==> config.mk <==
export PLATFORM = sky130hd
export DESIGN_NAME = ahb_uart_master_flat
export DESIGN_NICKNAME = d
export VERILOG_FILES = /design/src/rtl/ahb_uart_pkg.sv /design/src/rtl/ahb_uart_master_if.sv /design/src/rtl/ahb_wait_timer.sv /design/src/rtl/ahb_uart_master.sv /design/src/flat_wrapper.sv
export SDC_FILE = /design/constraint.sdc
export NUM_CORES = 1
export LEC_CHECK = 0
export CAP_MARGIN = 25
export CORE_MARGIN = 2
export CORE_UTILIZATION = 39
export CTS_BUF_LIST = sky130_fd_sc_hd__clkbuf_8 sky130_fd_sc_hd__clkbuf_16
export CTS_CLUSTER_SIZE = 14
export DETAILED_ROUTE_END_ITERATION = 12
export GPL_TIMING_DRIVEN = 0
export HOLD_SLACK_MARGIN = 0.1
export PLACE_DENSITY = 0.78
export SLEW_MARGIN = 20
export SYNTH_ARGS = -nofsm -noshare
export SYNTH_HDL_FRONTEND = slang
export SYNTH_SLANG_ARGS = --single-unit
==> constraint.sdc <==
create_clock -name HCLK -period 1.6 [get_ports HCLK]
set_clock_uncertainty 0.1 [all_clocks]
set_input_delay 0.4 -clock HCLK [delete_from_list [all_inputs] [get_ports HCLK]]
set_output_delay 0.4 -clock HCLK [all_outputs]
set_load 0.05 [all_outputs]
==> src/rtl/ahb_uart_pkg.sv <==
// Shared AHB encodings and FSM state type for the UART-bridge master.
package ahb_uart_pkg;

    localparam logic [1:0] HTRANS_IDLE   = 2'b00;
    localparam logic [1:0] HTRANS_BUSY   = 2'b01;
    localparam logic [1:0] HTRANS_NONSEQ = 2'b10;
    localparam logic [1:0] HTRANS_SEQ    = 2'b11;

    localparam logic [1:0] HRESP_OKAY    = 2'b00;
    localparam logic [1:0] HRESP_ERROR   = 2'b01;

    localparam logic [2:0] HBURST_SINGLE = 3'b000;
    localparam logic [1:0] HSIZE_WORD    = 2'b10;

    typedef enum logic [1:0] {
        ST_IDLE = 2'd0,
        ST_ADDR = 2'd1,
        ST_DATA = 2'd2,
        ST_RESP = 2'd3
    } state_e;

endpackage

==> src/rtl/ahb_uart_master_if.sv <==
// Command/response handshake plus AHB bus toward the UART bridge.
// master = the ahb_uart_master view, slave = the requester/bridge side.
interface ahb_uart_master_if;
    logic        cmd_valid;
    logic        cmd_ready;
    logic        cmd_write;
    logic [31:0] cmd_addr;
    logic [31:0] cmd_wdata;

    logic        rsp_valid;
    logic [31:0] rsp_rdata;
    logic        rsp_err;

    logic [31:0] HADDR;
    logic [1:0]  HTRANS;
    logic        HWRITE;
    logic [1:0]  HSIZES;
    logic [2:0]  HBURST;
    logic        HSELABPif;
    logic [31:0] HWDATA;
    logic        HREADYin;
    logic [1:0]  HRESP;
    logic [31:0] HRDATA;

    modport master (
        input  cmd_valid, cmd_write, cmd_addr, cmd_wdata, HREADYin, HRESP, HRDATA,
        output cmd_ready, rsp_valid, rsp_rdata, rsp_err,
               HADDR, HTRANS, HWRITE, HSIZES, HBURST, HSELABPif, HWDATA
    );

    modport slave (
        output cmd_valid, cmd_write, cmd_addr, cmd_wdata, HREADYin, HRESP, HRDATA,
        input  cmd_ready, rsp_valid, rsp_rdata, rsp_err,
               HADDR, HTRANS, HWRITE, HSIZES, HBURST, HSELABPif, HWDATA
    );
endinterface

==> src/rtl/ahb_wait_timer.sv <==
// Data-phase wait counter; expired is combinational on the held count.
// Counts enabled cycles, holds at TIMEOUT_CYCLES, clears on clear or rst.
module ahb_wait_timer #(
    parameter int TIMEOUT_CYCLES = 255
) (
    input  logic clk,
    input  logic rst,
    input  logic clear,
    input  logic enable,
    output logic expired
);
    localparam int W = $clog2(TIMEOUT_CYCLES + 1);
    localparam logic [W-1:0] TERMINAL = W'(TIMEOUT_CYCLES);

    logic [W-1:0] count;

    always_ff @(posedge clk) begin
        if (rst || clear) begin
            count <= '0;
        end else if (enable && !expired) begin
            count <= count + 1'b1;
        end
    end

    assign expired = (count == TERMINAL);

endmodule

==> src/rtl/ahb_uart_master.sv <==
// Single-outstanding AHB master for the UART bridge: IDLE->ADDR->DATA->RESP.
// Zero-wait command-to-response is 3 cycles; cmd_ready is only high in IDLE.
module ahb_uart_master
    import ahb_uart_pkg::*;
#(
    parameter int TIMEOUT_CYCLES = 255
) (
    input  logic              HCLK,
    input  logic              HRESET,
    ahb_uart_master_if.master bus,
    output logic [7:0]        err_count
);
    state_e      state;
    logic        write_q;
    logic [31:2] addr_q;
    logic [31:0] wdata_q;
    logic [31:0] rdata_q;
    logic        err_sticky;
    logic        err_q;
    logic        hresp_bad;
    logic        expired;
    logic        in_addr;
    logic        in_data;

    assign hresp_bad = (bus.HRESP != HRESP_OKAY);
    assign in_addr   = (state == ST_ADDR);
    assign in_data   = (state == ST_DATA);

    ahb_wait_timer #(.TIMEOUT_CYCLES(TIMEOUT_CYCLES)) u_wait_timer (
        .clk     (HCLK),
        .rst     (HRESET),
        .clear   (!in_data),
        .enable  (in_data && !bus.HREADYin),
        .expired (expired)
    );

    always_ff @(posedge HCLK) begin
        if (HRESET) begin
            state      <= ST_IDLE;
            write_q    <= 1'b0;
            addr_q     <= '0;
            wdata_q    <= '0;
            rdata_q    <= '0;
            err_sticky <= 1'b0;
            err_q      <= 1'b0;
            err_count  <= '0;
        end else begin
            case (state)
                ST_IDLE: begin
                    if (bus.cmd_valid) begin
                        write_q    <= bus.cmd_write;
                        addr_q     <= bus.cmd_addr[31:2];
                        wdata_q    <= bus.cmd_wdata;
                        err_sticky <= 1'b0;
                        state      <= ST_ADDR;
                    end
                end
                ST_ADDR: begin
                    if (bus.HREADYin) begin
                        state <= ST_DATA;
                    end
                end
                ST_DATA: begin
                    if (hresp_bad) begin
                        err_sticky <= 1'b1;
                    end
                    // A ready completion wins over a timeout landing on the same edge.
                    if (bus.HREADYin) begin
                        state   <= ST_RESP;
                        err_q   <= err_sticky || hresp_bad;
                        rdata_q <= (err_sticky || hresp_bad || write_q) ? 32'h0 : bus.HRDATA;
                    end else if (expired) begin
                        state   <= ST_RESP;
                        err_q   <= 1'b1;
                        rdata_q <= 32'h0;
                    end
                end
                ST_RESP: begin
                    state <= ST_IDLE;
                    if (err_q && err_count != 8'hFF) begin
                        err_count <= err_count + 8'd1;
                    end
                end
                default: state <= ST_IDLE;
            endcase
        end
    end

    assign bus.cmd_ready = (state == ST_IDLE) && !HRESET;
    assign bus.HTRANS    = in_addr ? HTRANS_NONSEQ : HTRANS_IDLE;
    assign bus.HSELABPif = in_addr;
    assign bus.HADDR     = in_addr ? {addr_q, 2'b00} : 32'h0;
    assign bus.HWRITE    = in_addr && write_q;
    assign bus.HSIZES    = HSIZE_WORD;
    assign bus.HBURST    = HBURST_SINGLE;
    assign bus.HWDATA    = in_data ? wdata_q : 32'h0;
    assign bus.rsp_valid = (state == ST_RESP);
    assign bus.rsp_rdata = (state == ST_RESP) ? rdata_q : 32'h0;
    assign bus.rsp_err   = (state == ST_RESP) && err_q;

endmodule
==> src/flat_wrapper.sv <==
// flat-port wrapper written by rule: the top's interface ports become plain ports
module ahb_uart_master_flat import ahb_uart_pkg::*;
#(
    parameter int TIMEOUT_CYCLES = 255
)
  (HCLK, HRESET, err_count, bus_cmd_valid, bus_cmd_write, bus_cmd_addr, bus_cmd_wdata, bus_HREADYin, bus_HRESP, bus_HRDATA, bus_cmd_ready, bus_rsp_valid, bus_rsp_rdata, bus_rsp_err, bus_HADDR, bus_HTRANS, bus_HWRITE, bus_HSIZES, bus_HBURST, bus_HSELABPif, bus_HWDATA);
  ahb_uart_master_if bus_i ();
  input  logic HCLK;
  input  logic HRESET;
  output logic [7:0] err_count;
  input wire logic [$bits(bus_i.cmd_valid)-1:0] bus_cmd_valid;
  input wire logic [$bits(bus_i.cmd_write)-1:0] bus_cmd_write;
  input wire logic [$bits(bus_i.cmd_addr)-1:0] bus_cmd_addr;
  input wire logic [$bits(bus_i.cmd_wdata)-1:0] bus_cmd_wdata;
  input wire logic [$bits(bus_i.HREADYin)-1:0] bus_HREADYin;
  input wire logic [$bits(bus_i.HRESP)-1:0] bus_HRESP;
  input wire logic [$bits(bus_i.HRDATA)-1:0] bus_HRDATA;
  output wire logic [$bits(bus_i.cmd_ready)-1:0] bus_cmd_ready;
  output wire logic [$bits(bus_i.rsp_valid)-1:0] bus_rsp_valid;
  output wire logic [$bits(bus_i.rsp_rdata)-1:0] bus_rsp_rdata;
  output wire logic [$bits(bus_i.rsp_err)-1:0] bus_rsp_err;
  output wire logic [$bits(bus_i.HADDR)-1:0] bus_HADDR;
  output wire logic [$bits(bus_i.HTRANS)-1:0] bus_HTRANS;
  output wire logic [$bits(bus_i.HWRITE)-1:0] bus_HWRITE;
  output wire logic [$bits(bus_i.HSIZES)-1:0] bus_HSIZES;
  output wire logic [$bits(bus_i.HBURST)-1:0] bus_HBURST;
  output wire logic [$bits(bus_i.HSELABPif)-1:0] bus_HSELABPif;
  output wire logic [$bits(bus_i.HWDATA)-1:0] bus_HWDATA;
  assign bus_i.cmd_valid = bus_cmd_valid;
  assign bus_i.cmd_write = bus_cmd_write;
  assign bus_i.cmd_addr = bus_cmd_addr;
  assign bus_i.cmd_wdata = bus_cmd_wdata;
  assign bus_i.HREADYin = bus_HREADYin;
  assign bus_i.HRESP = bus_HRESP;
  assign bus_i.HRDATA = bus_HRDATA;
  assign bus_cmd_ready = bus_i.cmd_ready;
  assign bus_rsp_valid = bus_i.rsp_valid;
  assign bus_rsp_rdata = bus_i.rsp_rdata;
  assign bus_rsp_err = bus_i.rsp_err;
  assign bus_HADDR = bus_i.HADDR;
  assign bus_HTRANS = bus_i.HTRANS;
  assign bus_HWRITE = bus_i.HWRITE;
  assign bus_HSIZES = bus_i.HSIZES;
  assign bus_HBURST = bus_i.HBURST;
  assign bus_HSELABPif = bus_i.HSELABPif;
  assign bus_HWDATA = bus_i.HWDATA;
  ahb_uart_master #(.TIMEOUT_CYCLES(TIMEOUT_CYCLES)) u_core (.HCLK(HCLK), .HRESET(HRESET), .bus(bus_i), .err_count(err_count));
endmodule
==> flow_summary_export.csv, run 1 <==
group,metric,value,unit
routing,remaining_drc_errors,0,
sta,worst_slew_pin_slew,0.7773,ns
cts,clockBufferDepth,2,
critical_path,reg2reg_from,"u_core.state[0]",
critical_path,cp_slowest_stage_delay,0.40,ns
global_route,antenna_found_initial,0,
layout,synthToLayoutAreaGrowth,106.1,%
synth,synth_cells,649,
die,rows,42,
die,start_util,0.3978,
synth,synth_fa_ha_area_frac,0.01431,
power_and_ir_drop,power,14.03,mW
synth,synth_xor_area_frac,0.01669,
sta,maxSlewViolCount,0,
worst_hold_path,hold_depth,2,
layout,nets,1053,
cts,cts-root-buf,"clkbuf_16",
sta,min_period,2.135,ns
synth,synth.avg_cell_area,8.086,um^2
worst_hold_path,worstHoldPathType,"reg2reg",
sta,hold-worst-slack,0.3596,ns
critical_path,cp-end-kind,"output port",
worst_hold_path,hold_path.startpoint,"u_core.wdata_q[30]",
synth,synth_compound_area_frac,0.08417,
synth,synth_simple_gate_area_frac,0.3233,
critical_path,worst_ep_arrival_time,1.63,ns
place,routabilityCongestion,0.8162,
sta,timing.final.ws_setup,-0.5346,ns
routing,wl_per_cell,19.06,um
place,portBuffers,208,
status,status,"finished, violations left",
global_route,grt_max_degree,20,
die,dieWidth,120.0,um
sta,setup_viol,206,
critical_path,critPathRequiredTime,1.10,ns
layout,final_area,10820,um^2
global_route,grt_use_total,0.2362,
layout,multiInputGateArea,3802,um^2
global_route,gr-total-overflow,0,
place,dp.cells,1039,
cts,htree_levels,4,
power_and_ir_drop,powerDensity,1297,nW/um^2
critical_path,crit_chain,"inv_4, ha_4, buf_12, clkbuf_8, and2_4, buf_6",
die,io_pins,219,
critical_path,crit_path_start,"u_core.state[0]",
place,dp_hpwl,11.04,mm
global_route,grt_pass1_wl,26.63,mm
critical_path,r2r_end,"u_core.u_wait_timer.count[7]",
sta,post-route-period-util,1.334,
synth,synthDistinctLibCells,38,
cts,cts_tree,"done",
critical_path,cp-endpoint,"bus_HWDATA[30]",
place,placed_area,7920,um^2
critical_path,path_max_fanout,5,
layout,layout_commonest_cell,"dfxtp_1",
sta,timing.fmax,468.5,MHz
synth,synth_top_family_by_area,"simple AND/OR/NAND/NOR gates",
sta,grt_setup_unrepaired,"true",
critical_path,cp-start-kind,"flop",
cts,cts_buffers,17,
job,cap_violations,0,
power_and_ir_drop,static-leakage-power,4.702,nW
layout,final_cells,1132,
layout,final_util,0.8200,
sta,relSlewSlack,0.4818,
routing,vias_per_cell,5.067,
critical_path,r2r_setup_slack,-0.36,ns
routing,drtIter0Drc,305,
global_route,grt_pass1_vias,5383,
cts,cts_sinks,115,
layout,drive_gt1_frac,0.5460,
layout,antennaDiodeCount,0,
cts,clkLatencyLatePin,0.42,ns
die,fp.dieH,120.0,um
cts,cts.clk_slew.worst_paths,0.05,ns
layout,seq_area,2322,um^2
critical_path,slowest_stage,"dfxtp_4",
critical_path,reg2reg_depth,9,
synth,netlist_area,5248,um^2
die,die_area,14400,um^2
layout,mostFrequentLayoutCells,"dfxtp_1, clkdlybuf4s50_1, and2_4",
status,violations,"setup timing",
routing,wl,21.58,mm
routing,routed-via-count,5736,
synth,yosysWarningCount,0,
sta,hold_viol,0,
synth,ys_ff_latch,115,
routing,drtAntennaViolNets,0,
synth,seq_area_frac_synth,0.4387,
die,core,13190,um^2
layout,final.fill_count,714,
routing,first_pass_iters,5,
critical_path,critPathKind,"reg2out",
power_and_ir_drop,ir_drop,0.0007019,V
synth,synth.area.mux_share,0.06700,
## logic make-up (layout without fill, tap and decap cells)
family / Yosys count / count (layout)
adders and majority gates: 6 / 6
AOI/OAI and AO/OA: 83 / 83
DFF: 115 / 115
and+or+nand+nor: 341 / 341
buffers and inverters: 57 / 358
muxes: 35 / 35
xor gates and xnor gates: 10 / 10
other: 2 / 8
## report_power, final
group	internal, mW	switching [mW]	total (mW)
sequential	3.25	0.285	3.53
combinational	3.42	3.35	6.77
clock	2.38	1.33	3.72
total	9.05	4.97	14.0
## worst min-delay path by stage
stage,endpoint,slack [ns]
3_3_place_gp,u_core.wdata_q[10],0.34
3_5_place_dp,u_core.wdata_q[9],0.35
4_1_cts,u_core.addr_q[25],0.35
6_report,u_core.wdata_q[30],0.36
2_1_floorplan,u_core.wdata_q[10],0.33
5_1_grt,u_core.wdata_q[13],0.38
## critical path: cells and delay by family (launching register included)
kind / cells / cell delay, ns
DFF: 1 / 0.40
buffers and inverters: 4 / 0.49
and+or+nand+nor: 1 / 0.14
adders and majority gates: 1 / 0.18
## what timing repair did
item,in CTS,in global routing
buffers inserted,13,36
endpoints found under the setup margin,219,207
hold buffers,0,0
pin swaps,13,101
gates cloned,13,10
gates resized for setup,895,321
## flip-flops by register name, indices dropped and copies added, names as in the netlist
| register | cells |
|---|---|
| u_core.wdata_q | 32 |
| u_core.err_q | 1 |
| u_core.state | 2 |
| u_core.rdata_q | 32 |
| u_core.err_sticky | 1 |
| u_core.write_q | 1 |
| u_core.u_wait_timer.count | 8 |
| u_core.addr_q | 30 |
| u_core.err_count | 8 |
## metal layers
| layer | up-vias | track usage | wire, um |
|---|---|---|---|
| met1 | 2686 | 0.2493 | 7562 |
| li1 | 2680 | - | - |
| met5 | - | 0 | 0 |
| met3 | 76 | 0.08650 | 1920 |
| met2 | 294 | 0.4197 | 11160 |
| met4 | 0 | 0.1022 | 935 |
## layout make-up
cell class,count,area share
Tap cell,176,0.02036
Timing Repair Buffer,275,0.3087
Clock inverter,12,0.01053
Multi-Input combinational cell,483,0.3516
Inverter,6,0.002892
Sequential cell,115,0.2147
Buffer,46,0.04836
Clock buffer,19,0.04292
## through the flow
| stage | setup TNS, ns | setup WS (ns) |
|---|---|---|
| after floorplan | -8.972 | -0.1347 |
| after global placement | -186.76 | -1.699 |
| after detailed placement | -190.29 | -1.738 |
| after CTS | -53.54 | -0.5338 |
| after global routing | -71.92 | -0.5707 |
| final | -62.46 | -0.5346 |
## Yosys cell counts
cell / number / area (um^2)
clkbuf_1: 31 / 116.4
nor4_1: 1 / 6.260
nor2b_1: 4 / 25.02
inv_1: 6 / 22.52
buf_4: 13 / 97.59
o21ai_1: 1 / 5.000
nor2_1: 17 / 63.81
and2_1: 96 / 600.6
xnor2_1: 5 / 43.79
a21oi_1: 69 / 345.3
or2_2: 1 / 6.260
nor3_1: 3 / 15.01
a211oi_1: 3 / 22.52
mux2i_1: 34 / 340.3
ha_1: 6 / 75.07
or4_1: 1 / 7.510
dfxtp_1: 115 / 2302
nand2_1: 165 / 619.3
or3_1: 1 / 6.260
xor2_1: 5 / 43.79
nor4bb_1: 1 / 10.01
nor3_4: 1 / 16.27
o21ai_0: 3 / 15.01
and3_1: 4 / 25.02
nand3_1: 4 / 20.02
buf_6: 3 / 33.78
o21a_1: 1 / 7.510
buf_1: 4 / 15.01
and4_1: 1 / 8.760
nand4_1: 3 / 18.77
o211ai_1: 3 / 22.52
or4b_4: 1 / 13.76
conb_1: 2 / 7.510
a2111oi_0: 1 / 8.760
nand2b_1: 36 / 225.2
o31ai_1: 2 / 15.01
mux2_2: 1 / 11.26
nand4b_1: 1 / 8.760
(Power assumes the default switching activity.)
==> inputs of run 2 (changes only) <==
--- a/config.mk
+++ b/config.mk
@@ -13,7 +13,7 @@
 export DETAILED_ROUTE_END_ITERATION = 12
 export GPL_TIMING_DRIVEN = 0
 export HOLD_SLACK_MARGIN = 0.1
-export PLACE_DENSITY = 0.78
+export PLACE_DENSITY = 0.84
 export SLEW_MARGIN = 20
 export SYNTH_ARGS = -nofsm -noshare
 export SYNTH_HDL_FRONTEND = slang
==> run 2 against run 1 <==
  * The run still ends with setup timing left
  * Critical path type unchanged
  * Fmax is 0.18% higher
  * Hold slack got worse by 0.0076 ns
  * Sequential share of layout area grew 1.9 points
  * Global-route usage is 0.59 points higher
  * Final area shrank 8.1%
  * Sequential cell count unchanged
  * Sequential power about the same
  * Count of clock-buffer cells in the layout is 1 higher
  * Via count fell by 2.8%
  * Combinational power is 25% lower
==> flow_summary_export.csv, run 2 (synthesized netlist as in run 1, its figures left out) <==
group,metric,value,unit
sta,relSlewSlack,0.6544,
die,core,13190,um^2
power_and_ir_drop,static-leakage-power,4.325,nW
routing,wl_per_cell,18.24,um
die,die_area,14400,um^2
place,dp_hpwl,11.13,mm
job,cap_violations,0,
sta,post-route-period-util,1.332,
routing,routed-via-count,5576,
routing,drtIter0Drc,364,
critical_path,worst_ep_arrival_time,1.63,ns
status,status,"finished, violations left",
global_route,grt_use_total,0.2421,
cts,cts_buffers,17,
global_route,gr-total-overflow,0,
global_route,antenna_found_initial,1,
cts,clkLatencyLatePin,0.42,ns
power_and_ir_drop,powerDensity,1216,nW/um^2
sta,timing.final.ws_setup,-0.5309,ns
layout,final_area,9940,um^2
cts,cts_tree,"done",
critical_path,crit_chain,"inv_4, ha_4, buf_12, clkbuf_16, and2_4, buf_6",
sta,maxSlewViolCount,0,
place,placed_area,7920,um^2
die,start_util,0.3978,
layout,final.fill_count,840,
layout,mostFrequentLayoutCells,"nand2_1, dfxtp_1, and2_4, clkdlybuf4s50_1, buf_8",
power_and_ir_drop,p_seq_frac,0.289,
place,routabilityCongestion,0.8698,
critical_path,critPathKind,"reg2out",
layout,seq_area,2322,um^2
cts,clockBufferDepth,2,
power_and_ir_drop,ir_drop,0.0007221,V
cts,cts_sinks,115,
sta,grt_setup_unrepaired,"true",
die,io_pins,219,
critical_path,slowest_stage,"dfxtp_4",
power_and_ir_drop,p_switching,4.136,mW
routing,drtAntennaViolNets,0,
die,fp.dieH,120.0,um
power_and_ir_drop,switching_share,0.3423,
power_and_ir_drop,power,12.08,mW
cts,cts.clk_slew.worst_paths,0.05,ns
status,violations,"setup timing",
global_route,grt_max_degree,17,
layout,top_regs,"u_core.rdata_q: 32 flops, u_core.wdata_q: 32 flops, u_core.addr_q: 30 flops",
global_route,grt_pass1_wl,27.08,mm
die,rows,42,
worst_hold_path,worstHoldPathType,"reg2reg",
routing,wl,20.21,mm
sta,worst_slew_pin_slew,0.5184,ns
place,portBuffers,208,
layout,nets,1030,
power_and_ir_drop,p_int,7.947,mW
sta,hold_viol,0,
critical_path,path_max_fanout,5,
layout,layout_commonest_cell,"nand2_1",
sta,setup_viol,146,
routing,remaining_drc_errors,0,
cts,cts-root-buf,"clkbuf_16",
sta,timing.fmax,469.3,MHz
layout,antennaDiodeCount,0,
routing,first_pass_iters,4,
layout,synthToLayoutAreaGrowth,89.41,%
cts,cts_hold_buf,0,
die,dieWidth,120.0,um
sta,min_period,2.131,ns
critical_path,critPathRequiredTime,1.10,ns
global_route,grt_pass1_vias,5276,
layout,drive_gt1_frac,0.4206,
critical_path,cp-end-kind,"output port",
routing,vias_per_cell,5.032,
cts,htree_levels,4,
critical_path,cp-start-kind,"flop",
critical_path,cp_slowest_stage_delay,0.39,ns
power_and_ir_drop,p_comb_frac,0.421,
power_and_ir_drop,clockPowerShare,0.290,
layout,multiInputGateArea,3294,um^2
-- run 2: changes by cell type in the layout (fill, tap and decap cells not counted), sizes merged, moves of 2 or more --
| cell | before | now |
|---|---|---|
| buf | 195 | 176 |
| clkbuf | 46 | 43 |
| clkinv | 7 | 5 |
| inv | 7 | 9 |
-- run 2: critical path, delay by kind of cell (launching register included) --
kind	cells	cell delay, ns
buf+inv	4	0.50
fa+ha+maj	1	0.18
flops	1	0.39
simple gates	1	0.14
-- run 2: path summary, 6_finish.rpt --
| check | slack (ns) | depth (start not counted) | to | start |
|---|---|---|---|---|
| max | -0.53 | 6 | bus_HWDATA[15] | u_core.state[0] |
| min | 0.35 | 2 | u_core.wdata_q[10] | u_core.wdata_q[10] |
| max reg2reg | -0.34 | 9 | u_core.err_count[5] | u_core.state[0] |
| min reg2reg | 0.35 | 2 | u_core.wdata_q[10] | u_core.wdata_q[10] |
-- run 2: power groups by stage --
| stage | Sequential, mW | Clock [mW] | Combinational [mW] |
|---|---|---|---|
| finish | 3.50 | 3.51 | 5.08 |
| global route | 3.53 | 3.69 | 5.35 |
| CTS | 3.48 | 3.52 | 4.25 |
| detailed placement | 3.51 | 0 | 3.47 |
| global placement | 3.49 | 0 | 3.44 |
| floorplan | 3.46 | 0 | 2.44 |
-- run 2: what timing repair did --
item                       CTS  global route
gates cloned                 9             6
setup buffers                9            22
pin swaps                   17            31
resized for setup          893           132
setup endpoints to repair  219           208
-- run 2: routing by layer --
metal | part of all wire | vias to the layer above | track usage
met5 | 0.00064 | - | 0
met4 | 0.025 | 2 | 0.1015
met3 | 0.085 | 45 | 0.08127
met2 | 0.52 | 271 | 0.4354
met1 | 0.37 | 2641 | 0.2572
li1 | - | 2617 | -
-- run 2: cell type report --
cell class,instances,area share
buffer,47,0.04846
clock buffer,20,0.04695
clock inverter,10,0.007049
inverter,6,0.003147
multi-input combinational,483,0.3314
sequential,115,0.2336
tap,176,0.02216
timing repair buffer,251,0.3072
-- run 2: metrics by stage --
step           worst slack (ns)  setup TNS (ns)  cells    util  hold WS [ns]
2_1_floorplan           -0.1347          -8.972    655       -        0.3317
3_3_place_gp             -1.692         -184.55   1039  0.6005        0.3378
3_5_place_dp             -1.687         -183.36   1039  0.6005        0.3437
4_1_cts                 -0.5321          -53.46   1086  0.7016        0.3505
5_1_grt                 -0.5751          -59.47   1108  0.7536        0.3719
6_report                -0.5309          -53.19   1108  0.7536        0.3520
==> inputs of run 3 (changes only) <==
--- a/config.mk
+++ b/config.mk
@@ -5,6 +5,8 @@
 export SDC_FILE = /design/constraint.sdc
 export NUM_CORES = 1
 export LEC_CHECK = 0
+export ABC_AREA = 0
+export ABC_CLOCK_PERIOD_IN_PS = 1600
 export CAP_MARGIN = 25
 export CORE_MARGIN = 2
 export CORE_UTILIZATION = 39
==> results of run 3 <==
Final layout, timing and power as in run 2 (identical DEF).
